<file path="config.mk">
export PLATFORM = sky130hd
export DESIGN_NAME = icache_direct
export DESIGN_NICKNAME = d
export VERILOG_FILES = /design/src/rtl/icache_direct.sv
export SDC_FILE = /design/constraint.sdc
export NUM_CORES = 2
export LEC_CHECK = 0
export ABC_AREA = 1
export BUFFER_PORTS_ARGS = -buffer_cell sky130_fd_sc_hd__buf_2
export CAP_MARGIN = 30
export CORE_MARGIN = 1
export CORE_UTILIZATION = 45
export DETAILED_ROUTE_END_ITERATION = 16
export PLACE_DENSITY_LB_ADDON = 0.05
export SYNTH_ARGS = -nofsm -noshare
export SYNTH_HDL_FRONTEND = slang
export SYNTH_SLANG_ARGS = --single-unit
</file>
<file path="constraint.sdc">
create_clock -name clk -period 49 [get_ports clk]
set_input_delay 0 -clock clk [delete_from_list [all_inputs] [get_ports clk]]
set_output_delay 0 -clock clk [all_outputs]
set_load 0.02 [all_outputs]
</file>
<file path="src/rtl/icache_direct.sv">
// ============================================================================
// Module      : icache_direct
// Description : Direct-mapped read-only instruction cache, 4-word blocks,
//               zero-latency hits and single-block refill on a miss.
// Revision    : 1.0 - initial release
// ============================================================================
`default_nettype none

module icache_direct #(
    parameter int BLOCKS = 8,
    parameter int AW     = 30
) (
    input  logic            clk,
    input  logic            rst,
    input  logic            proc_read_i,
    input  logic [AW-1:0]   proc_addr_i,
    output logic [31:0]     proc_rdata_o,
    output logic            proc_stall_o,
    output logic            mem_read_o,
    output logic [AW-3:0]   mem_addr_o,
    input  logic [127:0]    mem_rdata_i,
    input  logic            mem_ready_i
);

    localparam int IW = $clog2(BLOCKS);
    localparam int TW = AW - 2 - IW;

    typedef enum logic [0:0] {
        S_COMPARE  = 1'b0,
        S_ALLOCATE = 1'b1
    } state_t;

    state_t             state_q;
    logic               mem_read_q;
    logic [AW-3:0]      miss_addr_q;

    logic               valid_q [BLOCKS];
    logic [TW-1:0]      tag_q   [BLOCKS];
    logic [127:0]       data_q  [BLOCKS];

    logic [1:0]         w_offset;
    logic [IW-1:0]      w_index;
    logic [TW-1:0]      w_tag;
    logic               w_hit;
    logic               w_miss;
    logic               w_fill;
    logic [IW-1:0]      w_fill_index;
    logic [TW-1:0]      w_fill_tag;
    logic [127:0]       w_line;

    assign w_offset = proc_addr_i[1:0];
    assign w_index  = proc_addr_i[IW+1:2];
    assign w_tag    = proc_addr_i[AW-1:IW+2];

    assign w_hit  = proc_read_i && valid_q[w_index] && (tag_q[w_index] == w_tag);
    assign w_miss = (state_q == S_COMPARE) && proc_read_i && !w_hit;

    // The refilled line is always addressed from the latched miss address,
    // never from the live fetch address, which may have moved on.
    assign w_fill       = (state_q == S_ALLOCATE) && mem_ready_i;
    assign w_fill_index = miss_addr_q[IW-1:0];
    assign w_fill_tag   = miss_addr_q[AW-3:IW];

    assign w_line = data_q[w_index];

    always_comb begin
        proc_rdata_o = w_line[31:0];
        case (w_offset)
            2'd0:    proc_rdata_o = w_line[31:0];
            2'd1:    proc_rdata_o = w_line[63:32];
            2'd2:    proc_rdata_o = w_line[95:64];
            default: proc_rdata_o = w_line[127:96];
        endcase
    end

    assign proc_stall_o = (state_q == S_ALLOCATE) || w_miss;
    assign mem_read_o   = mem_read_q;
    assign mem_addr_o   = miss_addr_q;

    // Control FSM; mem_read is a registered copy of "next state is ALLOCATE".
    always_ff @(posedge clk or posedge rst) begin
        if (rst) begin
            state_q     <= S_COMPARE;
            mem_read_q  <= 1'b0;
            miss_addr_q <= '0;
        end else begin
            case (state_q)
                S_COMPARE: begin
                    if (w_miss) begin
                        miss_addr_q <= proc_addr_i[AW-1:2];
                        state_q     <= S_ALLOCATE;
                        mem_read_q  <= 1'b1;
                    end
                end
                S_ALLOCATE: begin
                    if (mem_ready_i) begin
                        state_q    <= S_COMPARE;
                        mem_read_q <= 1'b0;
                    end
                end
                default: begin
                    state_q    <= S_COMPARE;
                    mem_read_q <= 1'b0;
                end
            endcase
        end
    end

    always_ff @(posedge clk or posedge rst) begin
        if (rst) begin
            for (int i = 0; i < BLOCKS; i++) begin
                valid_q[i] <= 1'b0;
                tag_q[i]   <= '0;
                data_q[i]  <= '0;
            end
        end else if (w_fill) begin
            valid_q[w_fill_index] <= 1'b1;
            tag_q[w_fill_index]   <= w_fill_tag;
            data_q[w_fill_index]  <= mem_rdata_i;
        end
    end

endmodule

`default_nettype wire
</file>
==> flow_metrics.py <==
metrics = {
    "run_status": {
        "outcome": "finished clean",
    },
    "die": {
        "core_area_sq_um": 122000,
        "die_y_um": 354,
        "dieArea_sq_um": 125000,
        "row_count": 128,
        "start_util_pct": 45.6,
        "io_pins": 224,
        "dieWidth_um": 354,
    },
    "power": {
        "p_sw_mw": 1.11,
        "p_leak_nw": 30.3,
        "internal_power_mw": 2.46,
        "p_seq_share_pct": 47.9,
        "vdd_ir_drop_max_mv": 0.0386,
        "pwr-share-comb_pct": 20.7,
        "power.density_nw_per_um2": 55.2,
        "clkPwrFrac_pct": 31.4,
        "swShare_pct": 31.0,
    },
    "sta": {
        "slew_headroom_pct": 28.0,
        "clock.fmax_mhz": 242,
        "fin_setup_tns_ps": 0,
        "period_minus_slack_ps": 4130,
        "hold_viol": 0,
        "finalClockSkew_ps": 18.5,
        "rsz0062_at_grt": "false",
        "setup_slack_ps": 44870,
        "setup_viol": 0,
        "slew_viol_final": 0,
        "period_share_pct": 8.43,
        "worst_slew_pin_slew_ps": 1080,
        "hold_slack_ps": 118,
    },
    "setup_path": {
        "path_buf_inv": 5,
        "required_ps": 49000,
        "cp_slowest_stage_delay_ps": 810,
        "r2r_slack_ps": 44960,
        "slowest_stage": "buf_4",
        "crit_path_frequent_cell": "nand2_1",
        "crit_fanout": 73,
        "start_kind": "input pin",
        "critPathArrivalTime_ps": 4130,
        "cpLargestDelayFamily": "buffers and inverters",
        "critPathKind": "input pin to primary output",
        "cp-end-kind": "primary output",
        "cp_cell_sequence": "buf_8 > buf_4 > buf_4 > nor2_1 > o21ai_1 > nand3_1 > nand3_1 > nand2_1 > nor2_1 > nand2_1 > nor2_1 > nand3_1 > nand2_1 > buf_4 > nand2_1 > buf_2",
    },
    "drt": {
        "wl_met2_um": 83800,
        "firstDrtPassIters": 6,
        "drtIter0Drc": 4638,
        "drc": 0,
        "detail-route-antenna-nets": 0,
        "via_count": 47400,
        "drt-total-wl_um": 185000,
        "routed_via_density": 5.60,
        "wl_met3_um": 10400,
        "m1WireLength_um": 86900,
        "highest_layer": "met4",
        "wire_per_inst_um": 21.8,
    },
    "clock_network": {
        "cts_tree": "yes",
        "cts.sinks": 1262,
        "holdBufCountCts": 186,
        "postCtsSetupBuffers": 0,
        "numCtsBuffers": 145,
        "insertion_delay_ps": 780,
        "post_cts_resized": 0,
        "path_clk_slew_ps": 50,
        "cts_buffer_depth": 3,
        "h-tree-depth": 4,
        "clockRootBuffer": "clkbuf_16",
    },
    "global_routing": {
        "grt_max_degree": 194,
        "antenna_found_initial": 8,
        "grt-ovfl-total": 0,
        "gr-usage-all-layers_pct": 29.6,
        "grt_pass1_vias": 44900,
        "grt_first_pass_wirelength_um": 285000,
    },
    "layout": {
        "nNetsFinal": 6884,
        "final_common_cell": "o21ai_0",
        "area_growth_pct": 16.2,
        "multi_input_area_sq_um": 21100,
        "fill_cells": 11700,
        "final_layout_size_suffix_gt1_share_pct": 8.09,
        "final_cell_mix": "o21ai_0 (1757), nand2_1 (1543), dfrtp_1 (1262)",
        "area.sequential_sq_um": 31600,
    },
    "place": {
        "pre_cts_ws_ps": 44930,
        "globalplace.congestion": 0.813,
        "dpl.hpwl_um": 105000,
        "portBuffers": 223,
    },
    "synthesis": {
        "netlist_instances": 6605,
        "syn_nets": 6767,
        "ys_ff_latch": 1262,
        "netlist_area_sq_um": 55700,
        "yosysSeqAreaShare_pct": 56.7,
        "ys.warnings.count": 0,
        "synth_cell_types": 19,
        "synth.avg_cell_area_sq_um": 8.43,
    },
    "job": {
        "drv_cap": 0,
    },
    "min_path": {
        "hold_class": "input pin to flop",
    },
}
kinds of logic (layout without fill, tap and decap cells):
family | count (synthesis) | in the layout | share of synthesized area, %
flops | 1262 | 1262 | 56.7
buf+inv | 788 | 1018 | 5.44
simple gates | 2372 | 2372 | 16.4
other cells | 0 | 2 | 0
compound gates | 2183 | 2183 | 21.4
worst register-to-register path, delay by kind of cell, from the launching register on:
| kind | cells | cell delay, ps |
|---|---|---|
| flip-flops | 1 | 410 |
| buffers and inverters | 3 | 2280 |
| AO/OA/AOI/OAI | 1 | 250 |
| AND/OR/NAND/NOR | 3 | 940 |
cell usage after synthesis, drive strengths merged:
cell type	count	area share [%]
dfrtp	1262	57
clkbuf	451	3.0
o21ai	1779	16
buf	72	0.61
nand3	136	1.2
o21bai	32	0.43
o2111ai	32	0.50
nand3b	15	0.20
inv	265	1.8
a21oi	5	0.045
o22ai	143	1.6
nor2	669	4.5
nand2	1552	10
o211ai	79	1.1
o221ai	113	1.8
routing by layer:
layer | track usage, % | vias up
li1 | - | 22400
met3 | 3.71 | 213
met5 | 0 | -
met2 | 45.9 | 1414
met4 | 7.32 | 0
met1 | 43.8 | 23400
registers in the layout, indices dropped and copies added (netlist names):
signal      cells
state_q         1
data_q       1024
mem_read_o      1
mem_addr_o     28
tag_q         200
valid_q         8
final timing paths:
check / from / to / cells after the start
max: proc_addr_i[3] / proc_stall_o / 16
min: proc_addr_i[4] / mem_addr_o[2] / 4
max reg2reg: state_q / data_q[1000] / 7
min reg2reg: valid_q[7] / valid_q[7] / 2
max in group asynchronous: rst / tag_q[114] / 9
min in group asynchronous: rst / data_q[626] / 4
final cells by class:
| cell class | count | area share, % |
|---|---|---|
| Sequential cell | 1262 | 48.8 |
| Multi-Input combinational cell | 4555 | 32.7 |
| Clock buffer | 224 | 6.92 |
| Timing Repair Buffer | 493 | 6.09 |
| Tap cell | 1625 | 3.14 |
| Inverter | 265 | 1.58 |
| Clock inverter | 36 | 0.712 |
| Antenna cell | 2 | 0.00774 |
power by group through the flow:
stage          Sequential, mW  Combinational, mW  Clock, mW
3_3_place_gp             1.71              0.707          0
5_1_grt                  1.76              0.867       1.18
6_report                 1.71              0.740       1.12
2_1_floorplan            1.69              0.549          0
4_1_cts                  1.71              0.742       1.14
3_5_place_dp             1.72              0.730          0
through the flow:
stage	power (mW)	area [sq um]	util [%]	std cells
2_1_floorplan	2.23	55700	-	6605
3_3_place_gp	2.42	57500	47.1	7998
3_5_place_dp	2.45	57600	47.2	8005
4_1_cts	3.59	64400	52.7	8451
5_1_grt	3.81	64700	52.9	8460
6_report	3.57	64700	52.9	8462
Power figures use the tool's default switching activity.
